===== src/rtl/word_serializer_pkg.sv =====
// Shared definitions for the word serializer: FSM state encoding and the default word width.
package word_serializer_pkg;

  localparam int unsigned DefaultWidth = 16;

  // Encoding values are fixed so that state dumps stay comparable across revisions.
  typedef enum logic [1:0] {
    StIdle  = 2'd0,
    StShift = 2'd1,
    StDone  = 2'd2
  } state_e;

endpackage


===== src/rtl/word_serializer_if.sv =====
// Parallel-in / serial-out link bundle for the word serializer.
//   in, start, ready        : parallel word handshake (start accepted when start && ready)
//   sdata, svalid, sready   : serial bit stream, one bit per beat (svalid && sready)
//   sfirst, slast           : framing flags qualifying sdata
//   done                    : one-cycle pulse after the last beat of a word
// master: the client that supplies words and consumes bits. slave: the serializer.
interface word_serializer_if
  import word_serializer_pkg::*;
#(
  parameter int unsigned WIDTH = DefaultWidth
);
  logic [WIDTH-1:0] in;
  logic             start;
  logic             ready;
  logic             sdata;
  logic             svalid;
  logic             sready;
  logic             sfirst;
  logic             slast;
  logic             done;

  modport master (
    output in, start, sready,
    input  ready, sdata, svalid, sfirst, slast, done
  );

  modport slave (
    input  in, start, sready,
    output ready, sdata, svalid, sfirst, slast, done
  );
endinterface


===== src/rtl/piso_shift_reg.sv =====
// Parallel-load shift register that presents the next outgoing bit.
//   clk, rst_n : clock and synchronous active-low reset (clears the word)
//   load       : capture d (has priority over shift)
//   shift      : advance one bit toward the output end, zero fill
//   d          : parallel word
//   q_bit      : bit currently at the output end
module piso_shift_reg #(
  parameter int unsigned WIDTH     = 16,
  parameter bit          LSB_FIRST = 1'b1
) (
  input  logic             clk,
  input  logic             rst_n,
  input  logic             load,
  input  logic             shift,
  input  logic [WIDTH-1:0] d,
  output logic             q_bit
);

  logic [WIDTH-1:0] word_d, word_q;

  always_comb begin
    word_d = word_q;
    if (load) begin
      word_d = d;
    end else if (shift) begin
      word_d = LSB_FIRST ? (word_q >> 1) : (word_q << 1);
    end
  end

  always_ff @(posedge clk) begin
    if (!rst_n) begin
      word_q <= '0;
    end else begin
      word_q <= word_d;
    end
  end

  assign q_bit = LSB_FIRST ? word_q[0] : word_q[WIDTH-1];

endmodule


===== src/rtl/word_serializer.sv =====
// Captures a parallel word and sends it one bit per accepted beat over a valid/ready link.
//   clk, rst_n : clock and synchronous active-low reset (aborts any word in flight)
//   bus        : slave side of word_serializer_if (word handshake, serial stream, done pulse)
// All outputs decode from registered state; sready only steers the next state.
module word_serializer
  import word_serializer_pkg::*;
#(
  parameter int unsigned WIDTH     = DefaultWidth,
  parameter bit          LSB_FIRST = 1'b1
) (
  input  logic                 clk,
  input  logic                 rst_n,
  word_serializer_if.slave     bus
);

  localparam int unsigned CntW = $clog2(WIDTH);
  localparam logic [CntW-1:0] LastCnt = CntW'(WIDTH - 1);

  state_e          state_d, state_q;
  logic [CntW-1:0] cnt_d, cnt_q;
  logic            load, shift, q_bit;
  logic            ready, svalid, sdata, sfirst, slast, done;

  piso_shift_reg #(
    .WIDTH     (WIDTH),
    .LSB_FIRST (LSB_FIRST)
  ) u_piso (
    .clk   (clk),
    .rst_n (rst_n),
    .load  (load),
    .shift (shift),
    .d     (bus.in),
    .q_bit (q_bit)
  );

  always_comb begin
    state_d = state_q;
    cnt_d   = cnt_q;
    load    = 1'b0;
    shift   = 1'b0;
    ready   = 1'b0;
    svalid  = 1'b0;
    done    = 1'b0;
    unique case (state_q)
      StIdle: begin
        ready = 1'b1;
        if (bus.start) begin
          load    = 1'b1;
          cnt_d   = '0;
          state_d = StShift;
        end
      end
      StShift: begin
        svalid = 1'b1;
        if (bus.sready) begin
          shift = 1'b1;
          // Leave the FSM before the counter would wrap.
          if (cnt_q == LastCnt) begin
            state_d = StDone;
          end else begin
            cnt_d = cnt_q + CntW'(1);
          end
        end
      end
      StDone: begin
        done    = 1'b1;
        state_d = StIdle;
      end
      default: begin
        state_d = StIdle;
      end
    endcase
  end

  always_ff @(posedge clk) begin
    if (!rst_n) begin
      state_q <= StIdle;
      cnt_q   <= '0;
    end else begin
      state_q <= state_d;
      cnt_q   <= cnt_d;
    end
  end

  // Gate data and flags so nothing but svalid-qualified values leave the block.
  assign sdata  = svalid & q_bit;
  assign sfirst = svalid & (cnt_q == '0);
  assign slast  = svalid & (cnt_q == LastCnt);

  assign bus.ready  = ready;
  assign bus.svalid = svalid;
  assign bus.sdata  = sdata;
  assign bus.sfirst = sfirst;
  assign bus.slast  = slast;
  assign bus.done   = done;

endmodule

===== src/flat_wrapper.sv =====
// flat-port wrapper written by rule: the top's interface ports become plain ports
module word_serializer_flat import word_serializer_pkg::*;
#(
  parameter int unsigned WIDTH     = DefaultWidth,
  parameter bit          LSB_FIRST = 1'b1
)
  (clk, rst_n, bus_in, bus_start, bus_sready, bus_ready, bus_sdata, bus_svalid, bus_sfirst, bus_slast, bus_done);
  word_serializer_if #(.WIDTH(WIDTH)) bus_i ();
  input  logic clk;
  input  logic rst_n;
  input wire logic [$bits(bus_i.in)-1:0] bus_in;
  input wire logic [$bits(bus_i.start)-1:0] bus_start;
  input wire logic [$bits(bus_i.sready)-1:0] bus_sready;
  output wire logic [$bits(bus_i.ready)-1:0] bus_ready;
  output wire logic [$bits(bus_i.sdata)-1:0] bus_sdata;
  output wire logic [$bits(bus_i.svalid)-1:0] bus_svalid;
  output wire logic [$bits(bus_i.sfirst)-1:0] bus_sfirst;
  output wire logic [$bits(bus_i.slast)-1:0] bus_slast;
  output wire logic [$bits(bus_i.done)-1:0] bus_done;
  assign bus_i.in = bus_in;
  assign bus_i.start = bus_start;
  assign bus_i.sready = bus_sready;
  assign bus_ready = bus_i.ready;
  assign bus_sdata = bus_i.sdata;
  assign bus_svalid = bus_i.svalid;
  assign bus_sfirst = bus_i.sfirst;
  assign bus_slast = bus_i.slast;
  assign bus_done = bus_i.done;
  word_serializer #(.WIDTH(WIDTH), .LSB_FIRST(LSB_FIRST)) u_core (.clk(clk), .rst_n(rst_n), .bus(bus_i));
endmodule

===== config.mk =====
export PLATFORM = sky130hd
export DESIGN_NAME = word_serializer_flat
export DESIGN_NICKNAME = d
export VERILOG_FILES = /design/src/rtl/word_serializer_pkg.sv /design/src/rtl/word_serializer_if.sv /design/src/rtl/piso_shift_reg.sv /design/src/rtl/word_serializer.sv /design/src/flat_wrapper.sv
export SDC_FILE = /design/constraint.sdc
export NUM_CORES = 1
export LEC_CHECK = 0
export ABC_AREA = 1
export BUFFER_PORTS_ARGS = -buffer_cell sky130_fd_sc_hd__buf_2
export CAP_MARGIN = 20
export CELL_PAD_IN_SITES_DETAIL_PLACEMENT = 1
export CELL_PAD_IN_SITES_GLOBAL_PLACEMENT = 2
export CORE_MARGIN = 5
export CORE_UTILIZATION = 25
export DETAILED_ROUTE_END_ITERATION = 7
export HOLD_SLACK_MARGIN = 0.02
export PLACE_DENSITY = 0.84
export SLEW_MARGIN = 20
export SYNTH_ARGS = -nofsm -noshare
export SYNTH_HDL_FRONTEND = slang
export SYNTH_SLANG_ARGS = --single-unit

===== constraint.sdc =====
create_clock -name clk -period 1.3 [get_ports clk]
set_clock_uncertainty 0.15 [all_clocks]
set_input_delay 0.13 -clock clk [delete_from_list [all_inputs] [get_ports clk]]
set_output_delay 0.13 -clock clk [all_outputs]
set_load 0.05 [all_outputs]

# Word level (Yosys, flattened, before mapping)
# Index checks and enable logic that the tools add are counted.
# W data, S select, Z words.
[word_totals]
regBits = 22
inputBits = 20
out_inout_bits = 6
elab_cells = 37
[op_classes]
n_addsub = 1
eq_ne = 7
mux = 17
bitwise_logic = 3
reduce_logical = 6
[op_table]
columns = ["op", "n"]
rows = [
  ["$mux W16", 2],
  ["$mux W4", 3],
  ["$pmux W4 S2", 1],
  ["$mux W1", 7],
  ["$mux W2", 3],
  ["$ne A2 B2 Y1 const B", 3],
  ["$add A4 B1 Y4 const B", 1],
  ["$eq A4 B4 Y1 const B", 1],
  ["$logic_not A4 Y1", 1],
  ["$pmux W2 S2", 1],
  ["$reduce_and A4 Y1", 1],
  ["$reduce_bool A2 Y1", 2],
  ["$and A1 B1 Y1", 3],
  ["$reduce_and A3 Y1", 1],
  ["$eq A2 B1 Y1 const B", 1],
  ["$eq A2 B2 Y1 const B", 1],
  ["$logic_not A2 Y1", 1],
  ["$ne A2 B1 Y1 const B", 1],
]

# Depth between registers and ports, before layout
[logic_depth]
depth_word = 4
ltp_mapped = 8

# Hierarchy
# From an unflattened synthesis, not the netlist that was laid out.
[hier_totals]
hier_cells = 199
hier_area_um2 = 1292.5
[by_module_without_submodules]
columns = ["module", "instances", "cells_per_inst", "area_each_um2", "seq_area_each_um2"]
rows = [
  ["piso_shift_reg", 1, 132, 873.3, 320.3],
  ["word_serializer", 1, 67, 419.2, 120.1],
]

# Worst setup path before layout
# No wires, ideal clock.
[synth_timing]
path_type = "register to output"
from = "reg u_core.state_q[0]"
to = "out bus_sfirst"
arrival_time_ns = 1.615
slack_ns = -0.595
path_stages_with_launch = 5
path_buffers = 0
path_cell_list = "dfxtp_1 -> inv_2 -> nor2_8 -> inv_1 -> nor2_1"
[synth_between]
elab_chain_cells = 3
[synth_lines]
columns = ["item", "line", "text"]
rows = [
  ["start, declared", "word_serializer.sv:19", "state_e state_d, state_q;"],
  ["start signal, assigned", "word_serializer.sv:77", "state_q <= StIdle;"],
  ["start signal, assigned", "word_serializer.sv:80", "state_q <= state_d;"],
  ["$eq A2 B1 Y1", "word_serializer.sv:44", "unique case (state_q)"],
  ["$mux W1", "word_serializer.sv:44", ""],
  ["net bus_svalid", "flat_wrapper.sv:16", "output wire logic [$bits(bus_i.svalid)-1:0] bus_svalid;"],
  ["$and A1 B1 Y1", "word_serializer.sv:87", "assign sfirst = svalid & (cnt_q == '0);"],
  ["end, declared", "flat_wrapper.sv:17", "output wire logic [$bits(bus_i.sfirst)-1:0] bus_sfirst;"],
]
# The timed path passes the listed nets, and every way through them passes these cells.

# Final worst setup path
[layout_timing]
from = "reg u_core.state_q[1]"
to = "out bus_sdata"
[layout_between]
elab_chain_cells = 3
[layout_lines]
columns = ["item", "line", "text"]
rows = [
  ["$eq A2 B1 Y1", "word_serializer.sv:44", ""],
  ["$mux W1", "word_serializer.sv:44", ""],
  ["$and A1 B1 Y1", "word_serializer.sv:86", "assign sdata = svalid & q_bit;"],
  ["end, declared", "flat_wrapper.sv:15", "output wire logic [$bits(bus_i.sdata)-1:0] bus_sdata;"],
]
# Every way passes these cells.

==> results.toml <==
[synth]
synth_nets = 209
synth_area_leader_cell = "dfxtp_1"
synth_cell_types = 21
synth_common_cells = "nand2_1 (83), dfxtp_1 (22), inv_1 (17), a21oi_1 (16), nor2_1 (13)"
yosys_most_used_dff = "dfxtp_1"
syn_area_sq_um = 1200
synth_edf_count = 0
seq_area_frac_synth_pct = 36.7
synth_top_area_share_pct = 36.7
syn_inst = 187
ys_seq_elements = 22
synthArstFlopShare_pct = 0
syn_area_per_cell_sq_um = 6.42
ys_warn_count = 0
synth_area_leaders = "dfxtp_1 (37%), nand2_1 (26%), a21oi_1 (6.7%)"
synth.most_common_cell = "nand2_1"

[final_layout]
insertedDiodeCount = 0
nets = 261
final_cell_count_no_fill = 292
area_growth_pct = 60.0
drive_above_1_share_pct = 40.8

[floorplan]
initial_utilization_pct = 25.6
fp.dieH_um = 79.3
io-pin-count = 26
die-area_sq_um = 6290
core_sq_um = 4690
row_count = 25
die_w_um = 79.3

[critical_path]
reg2reg_slack_ps = -170
critPathRequiredTime_ps = 1020
cp_max_fo = 4
reg2reg_to = "u_core.u_piso.word_q[7]"
path_class = "reg -> out"
arrival_ps = 1240
cp-end-kind = "output pin"
r2r_start = "u_core.state_q[0]"
ff2ff_path_depth = 7
critPathLaunchType = "register"

[routing]
routed_wl_um = 3570
via_count = 1307
final_antenna_net_count = 0
wire_per_inst_um = 12.2
post-route-drc-count = 0
via_per_inst = 4.48
drtPass1Iterations = 4
drt-initial-drc-count = 42

[clock_tree]
cts_root_buf = "clkbuf_8"
cts_tree = "built"
clk_latency_ps = 270
numCtsBuffers = 3
cts_buffer_depth = 2
cts_htree_levels = 1
clock-sinks = 22
clk_pin_slew_ps = 90

[power]
power_frac_clock_pct = 33.9
switchingPower_uw = 573
internal_power_uw = 1350
p_sw_share_pct = 29.8
powerDensity_nw_per_um2 = 1000
peakVddDrop_v = 0.000470
p_leak_uw = 0.000868
p_comb_share_pct = 27.8
seq_power_share_pct = 38.3
total_power_uw = 1930

[timing]
worst_pin_slew_ps = 226
fin_crit_sh_pct = 117
period_minus_slack_ps = 1520
setup_ws_ps = -220
rsz0062_at_grt = "true"
max_freq_mhz = 658
slew_headroom_pct = 84.9
slew_viol_final = 0
setup_viol = 27
hold_viol_final = 0

[run_status]
status = "complete, but fails checks"
violations = "negative setup slack"

[global_route]
globalRouteTotalUtil_pct = 12.1
antenna_found_initial = 0
grt_pass1_wl_um = 6180
first_global_vias = 1364
grt-ovfl-total = 0
grt_max_degree = 16

[hold_path]
holdPathStages = 5
hp-class = "in -> reg"
hold_path_end = "u_core.u_piso.word_q[6]"
min_from = "bus_in[6]"

[place]
io_buffers = 25
dp_cells = 277
dpl_worst_slack_ps = -110
gp_congestion = 0.769
hpwl_um = 2510

[run]
drv_cap = 0
-- critical path, stage by stage, from the launching register on --
cell	delay [ps]
dfxtp_4	380
nor2_8	130
clkinvlp_4	180
nor2_4	120
buf_6	160
-- timing repair --
action                                  CTS  global route
endpoints found under the setup margin   27            28
buffers inserted                          5             1
gates cloned                              1             1
hold buffers                              3             0
pin swaps                                 2             8
gates resized for setup                  34            25
endpoints found under the hold margin     6             0
-- registers in the layout (all words and copies together) (netlist names) --
signal                cells
u_core.u_piso.word_q     16
u_core.cnt_q              4
u_core.state_q            2
-- placed cells by master (no fill, tap or decap) --
| cell type | instances |
|---|---|
| a21oi_1 | 11 |
| a21oi_2 | 6 |
| buf_12 | 1 |
| buf_2 | 19 |
| buf_4 | 16 |
| buf_6 | 8 |
| buf_8 | 4 |
| bufinv_16 | 1 |
| clkbuf_8 | 3 |
| clkinv_1 | 1 |
| clkinv_8 | 2 |
| clkinvlp_4 | 1 |
| dfxtp_1 | 18 |
| dfxtp_2 | 2 |
| dfxtp_4 | 2 |
| dlygate4sd3_1 | 3 |
| ha_1 | 1 |
| ha_4 | 1 |
| inv_1 | 15 |
| inv_4 | 2 |
| inv_6 | 1 |
| nand2_1 | 75 |
| nand2_2 | 6 |
| nand2_4 | 6 |
| nand2_8 | 1 |
| nand3_1 | 5 |
| nand3_2 | 4 |
| nand3_4 | 1 |
| nand4_1 | 4 |
| nor2_1 | 7 |
| nor2_2 | 3 |
| nor2_4 | 4 |
| nor2_8 | 1 |
| nor4_2 | 1 |
| o21ai_0 | 1 |
| o21ai_2 | 1 |
-- per-stage QoR --
| stage | cell area (sq um) | TNS (ps) | hold WS (ps) | utilization [%] |
|---|---|---|---|---|
| final | 1920 | -3700 | 35.3 | 41.0 |
| after global routing | 1920 | -5500 | 48.8 | 41.0 |
| after CTS | 1800 | -3630 | 32.6 | 38.4 |
| after detailed placement | 1550 | -1350 | 254 | 33.0 |
| after global placement | 1550 | -863 | 255 | 33.0 |
| after floorplan | 1270 | -4470 | 73.5 | - |
-- cell type report --
| cell class | instances | area (sq um) |
|---|---|---|
| clock buffers | 3 | 41.3 |
| flip-flops and latches | 22 | 450 |
| well taps | 54 | 67.6 |
| repair buffers | 51 | 415 |
| inverters | 21 | 113 |
| multi-input cells | 139 | 796 |
| fillers | 576 | 2770 |
| repair inverters | 1 | 8.76 |
| clock inverters | 1 | 30.0 |
-- kinds of logic (layout without fill, tap and decap cells) --
group | after synthesis | count (layout) | share of synthesized area (%)
simple gates | 118 | 118 | 43.2
buf+inv | 26 | 77 | 9.79
flops | 22 | 22 | 36.7
compound gates | 19 | 19 | 8.23
fa+ha+maj | 2 | 2 | 2.08
-- worst max path at each step --
| stage | start | end | slack (ps) | cells past startpoint |
|---|---|---|---|---|
| 5_1_grt | u_core.state_q[0] | bus_sfirst | -290 | 5 |
| 3_5_place_dp | u_core.state_q[0] | bus_sdata | -110 | 5 |
| 4_1_cts | u_core.state_q[0] | bus_sdata | -210 | 5 |
| 6_report | u_core.state_q[1] | bus_sdata | -220 | 4 |
| 3_3_place_gp | u_core.state_q[0] | bus_sdata | -80 | 5 |
| 2_1_floorplan | u_core.state_q[0] | bus_sdata | -260 | 4 |
-- metal layers --
metal / wire [um] / part of all wire [%] / up-vias / global-route usage (%)
met4: 24 / 0.67 / 0 / 3.09
li1: - / - / 679 / -
met1: 1800 / 50 / 602 / 16.3
met5: 0 / 0 / - / 0
met2: 1600 / 45 / 24 / 19.7
met3: 140 / 3.9 / 2 / 2.38
-- power groups by stage --
stage               sequential [uW]  combinational, uW  clock [uW]
finish                          738                536         652
global route                    744                592         697
global placement                754                404           0
CTS                             735                494         668
detailed placement              755                410           0
floorplan                       751                281           0
Power figures use the tool's default switching activity.
